===== src/rtl/fpm_share_ctrl.sv =====
// rtl/fpm_share_ctrl.sv - round-robin sequencer sharing one combinational FP multiplier
// One operation in flight; zero operands bypass the multiplier entirely.
module fpm_share_ctrl #(
  parameter int NUM_REQ = 4,
  parameter int WIDTH   = 32,
  parameter int MUL_LAT = 2
) (
  input  logic                         clk,
  input  logic                         rst_n,
  input  logic [NUM_REQ-1:0]           req_valid,
  output logic [NUM_REQ-1:0]           req_ready,
  input  logic [NUM_REQ*WIDTH-1:0]     req_a,
  input  logic [NUM_REQ*WIDTH-1:0]     req_b,
  output logic [NUM_REQ-1:0]           resp_valid,
  input  logic [NUM_REQ-1:0]           resp_ready,
  output logic [WIDTH-1:0]             resp_data,
  output logic [WIDTH-1:0]             mul_a,
  output logic [WIDTH-1:0]             mul_b,
  output logic                         mul_en,
  input  logic [WIDTH-1:0]             mul_c,
  output logic                         busy,
  output logic [$clog2(NUM_REQ)-1:0]   grant_id
);

  localparam int GW = $clog2(NUM_REQ);
  localparam int CW = (MUL_LAT > 1) ? $clog2(MUL_LAT) : 1;

  typedef enum logic [1:0] {
    IDLE = 2'd0,
    BUSY = 2'd1,
    RESP = 2'd2
  } state_t;

  state_t             state_q, state_d;
  logic [GW-1:0]      last_grant_q, last_grant_d;
  logic [GW-1:0]      grant_q, grant_d;
  logic [CW-1:0]      cnt_q, cnt_d;
  logic [NUM_REQ-1:0] resp_valid_q, resp_valid_d;
  logic [WIDTH-1:0]   resp_data_q, resp_data_d;
  logic [WIDTH-1:0]   mul_a_q, mul_a_d;
  logic [WIDTH-1:0]   mul_b_q, mul_b_d;
  logic               mul_en_q, mul_en_d;

  logic               win_found;
  logic [GW-1:0]      win_idx;
  logic [GW-1:0]      scan_idx;
  logic [NUM_REQ-1:0] win_oh;
  logic [NUM_REQ-1:0] grant_oh;
  logic [WIDTH-1:0]   win_a, win_b;
  logic               zero_bypass;

  // Search starts one past the last grant and wraps, giving round-robin order.
  always_comb begin
    win_found = 1'b0;
    win_idx   = '0;
    scan_idx  = last_grant_q;
    for (int k = 0; k < NUM_REQ; k++) begin
      scan_idx = (scan_idx == GW'(NUM_REQ - 1)) ? '0 : scan_idx + GW'(1);
      if (!win_found && req_valid[scan_idx]) begin
        win_found = 1'b1;
        win_idx   = scan_idx;
      end
    end
  end

  always_comb begin
    win_oh = '0;
    if (win_found) win_oh[win_idx] = 1'b1;
    grant_oh = '0;
    grant_oh[grant_q] = 1'b1;
  end

  assign win_a       = req_a[win_idx*WIDTH +: WIDTH];
  assign win_b       = req_b[win_idx*WIDTH +: WIDTH];
  assign zero_bypass = (win_a[WIDTH-2:0] == '0) || (win_b[WIDTH-2:0] == '0);

  always_comb begin
    state_d      = state_q;
    last_grant_d = last_grant_q;
    grant_d      = grant_q;
    cnt_d        = cnt_q;
    resp_valid_d = resp_valid_q;
    resp_data_d  = resp_data_q;
    mul_a_d      = mul_a_q;
    mul_b_d      = mul_b_q;
    mul_en_d     = mul_en_q;
    case (state_q)
      IDLE: begin
        if (win_found) begin
          mul_a_d      = win_a;
          mul_b_d      = win_b;
          grant_d      = win_idx;
          last_grant_d = win_idx;
          if (zero_bypass) begin
            resp_data_d  = {win_a[WIDTH-1] ^ win_b[WIDTH-1], {(WIDTH-1){1'b0}}};
            resp_valid_d = win_oh;
            state_d      = RESP;
          end else begin
            cnt_d    = CW'(MUL_LAT - 1);
            mul_en_d = 1'b1;
            state_d  = BUSY;
          end
        end
      end
      BUSY: begin
        if (cnt_q != '0) begin
          cnt_d = cnt_q - CW'(1);
        end else begin
          resp_data_d  = mul_c;
          mul_en_d     = 1'b0;
          resp_valid_d = grant_oh;
          state_d      = RESP;
        end
      end
      RESP: begin
        if (resp_ready[grant_q]) begin
          resp_valid_d = '0;
          state_d      = IDLE;
        end
      end
      default: begin
        resp_valid_d = '0;
        mul_en_d     = 1'b0;
        state_d      = IDLE;
      end
    endcase
  end

  always_ff @(posedge clk or negedge rst_n) begin
    if (!rst_n) begin
      state_q      <= IDLE;
      last_grant_q <= GW'(NUM_REQ - 1);
      grant_q      <= '0;
      cnt_q        <= '0;
      resp_valid_q <= '0;
      resp_data_q  <= '0;
      mul_a_q      <= '0;
      mul_b_q      <= '0;
      mul_en_q     <= 1'b0;
    end else begin
      state_q      <= state_d;
      last_grant_q <= last_grant_d;
      grant_q      <= grant_d;
      cnt_q        <= cnt_d;
      resp_valid_q <= resp_valid_d;
      resp_data_q  <= resp_data_d;
      mul_a_q      <= mul_a_d;
      mul_b_q      <= mul_b_d;
      mul_en_q     <= mul_en_d;
    end
  end

  assign req_ready  = (state_q == IDLE) ? win_oh : '0;
  assign resp_valid = resp_valid_q;
  assign resp_data  = resp_data_q;
  assign mul_a      = mul_a_q;
  assign mul_b      = mul_b_q;
  assign mul_en     = mul_en_q;
  assign busy       = (state_q != IDLE);
  assign grant_id   = grant_q;

endmodule


===== config.mk =====
export PLATFORM = sky130hd
export DESIGN_NAME = fpm_share_ctrl
export DESIGN_NICKNAME = d
export VERILOG_FILES = /design/src/rtl/fpm_share_ctrl.sv
export SDC_FILE = /design/constraint.sdc
export NUM_CORES = 1
export LEC_CHECK = 0
export CAP_MARGIN = 20
export CORE_AREA = 2 2 158 160
export DETAILED_ROUTE_END_ITERATION = 7
export DIE_AREA = 0 0 160 162
export PLACE_DENSITY = 0.73
export SLEW_MARGIN = 10
export SYNTH_ARGS = -nofsm -noshare
export SYNTH_HDL_FRONTEND = slang
export SYNTH_SLANG_ARGS = --single-unit

===== constraint.sdc =====
create_clock -name clk -period 3.57 [get_ports clk]
set_clock_uncertainty 0.2 [all_clocks]
set_input_delay 0.8925 -clock clk [delete_from_list [all_inputs] [get_ports clk]]
set_output_delay 0.8925 -clock clk [all_outputs]
set_load 0.01 [all_outputs]

Yosys cells after proc, flatten, opt, wreduce, memory -nomap -nowiden
Cells that the tools add are included.
{"block": "classes", "addsub": 5, "order_cmp": 8, "n_eq_ne": 11, "shifts": 2, "mux": 48, "n_bitwise": 2, "reduce_logical": 20}
{"operator": "$shiftx A128 B8 Y32", "n": 2}
{"operator": "$mux W32", "n": 3}
{"operator": "$pmux W32 S2", "n": 1}
{"operator": "$logic_not A31 Y1", "n": 2}
{"operator": "$mux W2", "n": 12}
{"operator": "$mux W4", "n": 6}
{"operator": "$lt A2 B3 Y1 const B", "n": 6}
{"operator": "$mux W1", "n": 15}
{"operator": "$pmux W4 S3", "n": 1}
{"operator": "$reduce_and A4 Y1", "n": 3}
{"operator": "$bmux W1 S2", "n": 5}
{"operator": "$eq A2 B2 Y1 const B", "n": 5}
{"operator": "$ne A2 B2 Y1 const B", "n": 5}
{"operator": "$add A2 B1 Y2 const B", "n": 4}
{"operator": "$pmux W2 S3", "n": 1}
{"operator": "$reduce_and A3 Y1", "n": 2}
{"operator": "$logic_and A1 B1 Y1", "n": 5}
{"operator": "$demux W1 S2", "n": 2}
{"operator": "$ge A2 B1 Y1 const B", "n": 2}
{"operator": "$reduce_bool A2 Y1", "n": 2}
{"operator": "$logic_not A1 Y1", "n": 3}
{"operator": "$pmux W1 S3", "n": 1}
{"operator": "$eq A2 B1 Y1 const B", "n": 1}
{"operator": "$logic_not A2 Y1", "n": 1}
{"operator": "6 further kinds", "n": 6}
{"block": "word_totals", "regBits": 108, "in_bits": 298, "output_inout_bits": 108, "elab_cells": 105}

Depth between registers and ports, before layout
Gate-level depths: netlist of run 1.
{"block": "logic_depth", "ltp_word": 22, "ltp_mapped": 13, "ltp_nobuf": 9}

Worst setup path after synthesis of run 1
No wires, ideal clock.
{"block": "synth_path", "kind": "input-to-output", "start": "input req_valid[2]", "end": "output req_ready[0]", "arrival_time_ns": 2.277, "required_ns": 2.477, "setup_slack_ns": 0.200, "cell_stages": 6, "path_buffers": 2, "cell_sequence": "and2b_1 > o211ai_2 > nand2_4 > clkbuf_1 > clkbuf_1 > nor3_1"}
{"block": "synth_via", "elab_chain_cells": 18, "elab_cells_between_ends": 29, "classes_between": "order compare (2); mux (20); reduce/logical (7)"}
{"element": "from (decl)", "line_no": "10", "text": "input logic [NUM_REQ-1:0] req_valid,"}
{"element": "$bmux W1 S2", "line_no": "59", "text": "if (!win_found && req_valid[scan_idx]) begin"}
{"element": "$mux W1 (implied by the code)", "line_no": "59"}
{"element": "$mux W1", "line_no": "59"}
{"element": "$logic_not A1 Y1", "line_no": "59"}
{"element": "$logic_and A1 B1 Y1", "line_no": "59"}
{"element": "$mux W1", "line_no": "59"}
{"element": "$logic_not A1 Y1", "line_no": "59"}
{"element": "$logic_and A1 B1 Y1", "line_no": "59"}
{"element": "[... 2 more ...]"}
{"element": "$logic_and A1 B1 Y1", "line_no": "59"}
{"element": "$mux W2", "line_no": "59"}
{"element": "$lt A2 B3 Y1 (implied by the code) / $ge A2 B1 Y1 (equally long branches)", "line_no": "68", "text": "if (win_found) win_oh[win_idx] = 1'b1;"}
{"element": "$logic_and A1 B1 Y1 (implied by the code)", "line_no": "68"}
{"element": "$mux W1 (implied by the code)", "line_no": "68"}
{"element": "$demux W1 S2", "line_no": "68"}
{"element": "$mux W4 (*)", "line_no": "68"}
{"element": "$mux W4 (*)", "line_no": "153", "text": "assign req_ready = (state_q == IDLE) ? win_oh : '0;"}
{"element": "to (decl)", "line_no": "11", "text": "output logic [NUM_REQ-1:0] req_ready,"}
Mark *: on every way between the ends. The rest lies on a longest branch, timed or not. The select of a mux whose other input is x is not followed.

Worst setup path in the final report of run 1
{"block": "layout_path", "start": "input req_b[103]", "end": "register resp_data_q[30], in the netlist resp_data[30]"}
{"block": "layout_via", "elab_chain_cells": 5}
{"element": "from (decl)", "line_no": "13", "text": "input logic [NUM_REQ*WIDTH-1:0] req_b,"}
{"element": "$shiftx A128 B8 Y32", "line_no": "74", "text": "assign win_b = req_b[win_idx*WIDTH +: WIDTH];"}
{"element": "$logic_not A31 Y1", "line_no": "75", "text": "assign zero_bypass = (win_a[WIDTH-2:0] == '0) || (win_b[WIDTH-2:0] == '0);"}
{"element": "$logic_or A1 B1 Y1", "line_no": "75"}
{"element": "$ne A2 B2 Y1 (no line)"}
{"element": "$reduce_and A4 Y1 (no line)"}
{"element": "to (signal assigned)", "line_no": "146", "text": "resp_data_q <= resp_data_d;"}
{"element": "to (decl)", "line_no": "39", "text": "logic [WIDTH-1:0] resp_data_q, resp_data_d;"}
Every way passes these cells.
A chain may end at the register's enable or synchronous reset.

==> metrics.cfg, run 1 <==
[status]
outcome=finished, final reports clean

[worst_setup_path]
worstPathMaxFanout=9
worst-setup-path-type=in -> reg
crit_path_end_kind=flop
cp-start-kind=input port
cpLargestDelayFamily=compound AO/OA/AOI/OAI gates
slowest_delay_ps=490
crit_chain=clkdlybuf4s50_1 > nor4_1 > nand3_1 > a211oi_1 > o21ai_0 > a22oi_2 > nand4_2 > o31a_4 > clkbuf_16 > a22o_1
cp.required_ps=3620
slowest_stage=nor4_1
worstPathArrival_ps=3550
ff2ff_path_depth=12
cp.depth=10
worst-path-buf-inv=2

[logic_synthesis]
synth_area_um2=6910
synthArstFlopShare_pct=100
synth_seq_area_share_pct=39.2
ys_seq_elements=108
mappedNetlistNets=1246
synth_edf_count=0
synth_ff_type=dfrtp_1
yosys_warnings=0
avgSynthCellArea_um2=7.29
synthCells=947
ys_types=52

[clock_tree]
cts_hold_buf=0
htree_levels=3
numClockSinks=108
clockRootBuffer=clkbuf_16
cts_buffers=9
clk_latency_ps=360
clk_pin_slew_worst_paths_ps=80
cts_buffer_depth=2
cts_tree=built

[finish]
fin_nets=1676
drive_gt1_share_pct=10.4
fill_cells=2338
diodes=0
multi_input_area_um2=4020
stdcell_area_um2=12200
syn2layout_area_growth_pct=76.7
seqCellArea_um2=2710

[run]
drv_cap=0

[placed_design]
place_area_um2=11700
hpwl_um=25700
gp_congestion=0.987
portBuffers=405

[hold_path]
hold_class=reg -> reg
worstHoldPathCells=2

[grt]
grt_max_degree=117
overflow=0
grt_pass1_vias=8474
grt_usage_pct=24.3
antenna_found_initial=0
grt_first_pass_wirelength_um=48900

[sta]
fmax_mhz=286
slew_headroom_pct=55.7
setup-tns-final_ps=0
setup_viol=0
hold_ws_ps=284
worst_slew_pin_slew_ps=664
period_share_pct=97.9
hold_viol=0
finalCriticalPeriod_ps=3500
maxSlewViolCount=0

[drt]
drtPass1Iterations=7
vias=8885
vias_per_cell=5.21
drt-total-wl_um=33100
drt-initial-drc-count=764
route.detailed.drc=0
ant_nets=0
wl_per_cell_um=19.4

[die]
start_util_pct=28.7
die_w_um=160
core_um2=24100
die_y_um=162
ios=406
rows=57
dieArea_um2=25900

[power_and_ir_drop]
ir_worst_vdd_mv=0.365
leakage_nw=5.24
power.density_nw_per_um2=836

## sequential cells by signal, summed over array words and instances, names as in the netlist
register and cells:
resp_valid 4, resp_data 32, mul_b 32, last_grant_q 2, grant_id 2, cnt_q 1
mul_en 1, state_q 2, mul_a 32
## cell families after synthesis
logic type | after synthesis | synth area share [%]
compound gates | 217 | 20.2
buf+inv | 72 | 4.80
flops | 108 | 39.2
fa+ha+maj | 1 | 0.181
simple gates | 541 | 34.3
xor+xnor | 1 | 0.127
mux | 7 | 1.23
## routing by layer
metal / track usage [%] / vias to the layer above / share of wire, %
li1: - / 4193 / -
met1: 31.0 / 4166 / 41
met2: 39.7 / 458 / 47
met3: 6.00 / 68 / 8.4
met4: 9.91 / 0 / 3.8
met5: 0 / - / 0
## worst register-to-register path: stages (launching register included)
cell	delay, ps
dfstp_2	600
ha_1	270
buf_4	180
inv_1	120
o211ai_4	100
buf_6	180
a211oi_1	290
o21ai_0	140
a22oi_2	210
nand4_2	140
o31a_4	360
clkbuf_16	190
a22o_1	180
## final timing paths
kind                            startpoint               to  slack, ps
hold / removal                   mul_a[31]        mul_a[31]        280
setup reg to reg           last_grant_q[0]    resp_data[30]        280
max in group asynchronous            rst_n  last_grant_q[1]       2030
hold reg to reg                  mul_a[31]        mul_a[31]        280
setup / recovery                req_b[103]    resp_data[30]         70
min in group asynchronous            rst_n        mul_a[17]        340
## cell usage after synthesis, types with 7 or more instances
library cell | count | area share, %
a21oi_1 | 13 | 0.94
a22o_1 | 31 | 3.9
and3_1 | 8 | 0.72
buf_1 | 16 | 0.87
buf_6 | 7 | 1.1
clkbuf_1 | 39 | 2.1
dfrtp_1 | 106 | 38
nand2_1 | 346 | 19
nand3_1 | 82 | 5.9
nand4_1 | 8 | 0.72
nor2_1 | 23 | 1.2
nor3_1 | 15 | 1.1
nor4_1 | 44 | 4.0
o21ai_0 | 107 | 7.8
o21ai_1 | 22 | 1.6
## area by class of cell
type | count | share of cell area, %
Inverter | 5 | 0.154
Timing Repair Buffer | 486 | 39.1
Clock buffer | 9 | 1.85
Sequential cell | 108 | 22.2
Multi-Input combinational cell | 767 | 32.9
Tap cell | 324 | 3.32
Clock inverter | 6 | 0.461
## metrics by stage
stage               total power, mW  setup WS [ps]  utilization, %  std cells
detailed placement             8.97           -432            48.5       1683
CTS                            10.1           3.72            49.9       1700
floorplan                      5.99            200               -        947
global route                   11.0          -12.3            50.6       1705
finish                         10.2           73.7            50.6       1705
global placement               8.87           -374            48.5       1683
## power breakdown
group	internal (mW)	leakage, nW	switching [mW]
combinational	3.12	3.78	3.85
sequential	1.86	1.33	0.375
clock	0.486	0.136	0.520
total	5.46	5.24	4.75
## placed cells by master (no fill, tap or decap), types with 8 or more instances in the layout
master / count
and3_1: 8
o21ai_0: 107
nand3_1: 81
clkdlybuf4s50_1: 396
nor2_1: 22
buf_4: 70
o21ai_1: 21
nand4_1: 8
a21oi_1: 13
nor4_2: 9
nor3_1: 12
a22o_1: 31
clkbuf_16: 11
nand2_1: 345
nor4_1: 36
dfrtp_1: 106
## repair_timing
item | 4_1_cts | 5_1_grt
endpoints found under the hold margin | 0 | 0
cloned | 0 | 3
setup endpoints to repair | 7 | 39
gates resized for setup | 16 | 23
setup buffers | 2 | 1
pin swaps | 2 | 2
No activity file was read; power rests on OpenSTA's default activity.
==> run 2: changes to the inputs <==
--- a/config.mk
+++ b/config.mk
@@ -9,6 +9,8 @@
 export CORE_AREA = 2 2 158 160
 export DETAILED_ROUTE_END_ITERATION = 7
 export DIE_AREA = 0 0 160 162
+export GPL_TIMING_DRIVEN = 0
+export MAX_ROUTING_LAYER = met4
 export PLACE_DENSITY = 0.73
 export SLEW_MARGIN = 10
 export SYNTH_ARGS = -nofsm -noshare
==> metrics.cfg, run 2 (synthesis gave the netlist of run 1 again) <==
[sta]
period_share_pct=98.9
hold_ws_ps=253
maxSlewViolCount=0
setup-tns-final_ps=0
hold_viol=0
fmax_mhz=283
slew_headroom_pct=41.8
worst_slew_pin_slew_ps=873
setup_viol=0
finalCriticalPeriod_ps=3530

[die]
core_um2=24100
start_util_pct=28.7
ios=406
rows=57
die_w_um=160
dieArea_um2=25900
die_y_um=162

[drt]
drtPass1Iterations=7
vias_per_cell=5.39
ant_nets=0
vias=9233
wl_per_cell_um=22.5
drt-initial-drc-count=754
drt-total-wl_um=38500
route.detailed.drc=0

[finish]
fin_cells=1712
drive_gt1_share_pct=7.73
stdcell_area_um2=12100
fin_nets=1678
fill_cells=2402
syn2layout_area_growth_pct=75.7
most-common-layout-cells=clkdlybuf4s50_1, nand2_1, dfrtp_1
layout_commonest_cell=clkdlybuf4s50_1

[grt]
grt_usage_pct=29.8
overflow=0
antenna_found_initial=4
grt_first_pass_wirelength_um=56300
grt_max_degree=62
grt_pass1_vias=9051

[placed_design]
gp_congestion=1.00
place_area_um2=11400
portBuffers=405
dp.cells=1677
hpwl_um=30700

[clock_tree]
cts_hold_buf=0
cts_buffer_depth=2
clk_pin_slew_worst_paths_ps=80
htree_levels=3
numClockSinks=108
cts_tree=built
cts_buffers=9
clk_latency_ps=360
clockRootBuffer=clkbuf_16

[power_and_ir_drop]
leakage_nw=5.09
power.density_nw_per_um2=913
ir_worst_vdd_mv=0.495
total_power_mw=11.1

[worst_setup_path]
cpLargestDelayFamily=buffers and inverters
worst-setup-path-type=in -> out
slowest_delay_ps=240
cpMostUsedCell=clkbuf_16
worst-path-buf-inv=4
crit_chain=clkdlybuf4s15_2 > and2b_1 > o211ai_4 > nand2_4 > clkbuf_16 > clkbuf_16 > nor3_4 > buf_2
worstPathArrival_ps=2440
worstPathMaxFanout=10
cp.required_ps=2480
slowest_stage=o211ai_4
cp-start-kind=input port
crit_path_end_kind=output port

[status]
outcome=finished, final reports clean

[hold_path]
hold_class=in -> async

[run]
drv_cap=0

## run 2: cell types whose count changed in the layout (fill, tap and decap cells not counted), sizes merged
| cell | delta |
|---|---|
| buf | -30 |
| inv | -1 |
| clkbuf | +38 |
| bufinv | +1 |
| dlymetal6s2s | -1 |
| diode | +4 |
| clkdlybuf4s15 | -1 |
| dlygate4sd2 | -3 |
## run 2: worst paths after layout
kind / startpoint / end / slack [ps] / depth (start not counted)
setup / recovery: req_valid[0] / req_ready[0] / 40 / 8
hold / removal: rst_n / resp_data[16] / 250 / 1
setup reg to reg: last_grant_q[1] / resp_data[9] / 200 / 15
hold reg to reg: mul_a[18] / mul_a[18] / 290 / 2
max in group asynchronous: rst_n / mul_b[30] / 2180 / 2
min in group clk: mul_a[18] / mul_a[18] / 290 / 2
## run 2: final cells by class
cell class,instances,area [µm²],share of cell area [%]
Timing Repair Buffer,422,4170,34.3
Antenna cell,4,10.0,0.0824
Sequential cell,108,2710,22.3
Inverter,5,18.8,0.155
Tap cell,324,405,3.34
Clock buffer,10,229,1.89
Buffer,66,428,3.52
Clock inverter,6,82.6,0.680
Multi-Input combinational cell,767,4090,33.7
## run 2: where the power goes
part	total (mW)	switching (mW)	internal [mW]
registers	2.24	0.377	1.86
clock network	1.09	0.526	0.561
logic	7.76	4.55	3.21
## run 2: routing by layer
| metal | vias to the layer above | track usage [%] | share of wire, % |
|---|---|---|---|
| li1 | 4216 | - | - |
| met1 | 4431 | 36.8 | 41 |
| met2 | 509 | 47.5 | 47 |
| met3 | 77 | 6.69 | 8.1 |
| met4 | 0 | 11.8 | 3.8 |
| met5 | - | - | 0 |
## run 2: stage by stage
step                      setup WS (ps)  util [%]
after floorplan                     200         -
after global placement            -3010      47.2
after detailed placement          -1720      47.3
after CTS                          3.33      49.9
after global routing              -32.7      50.4
final                              40.9      50.4
## run 2: what timing repair did
action	4_1_cts	5_1_grt
endpoints found under the setup margin	105	45
pin swaps	9	9
buffers inserted	9	7
resized for setup	85	22
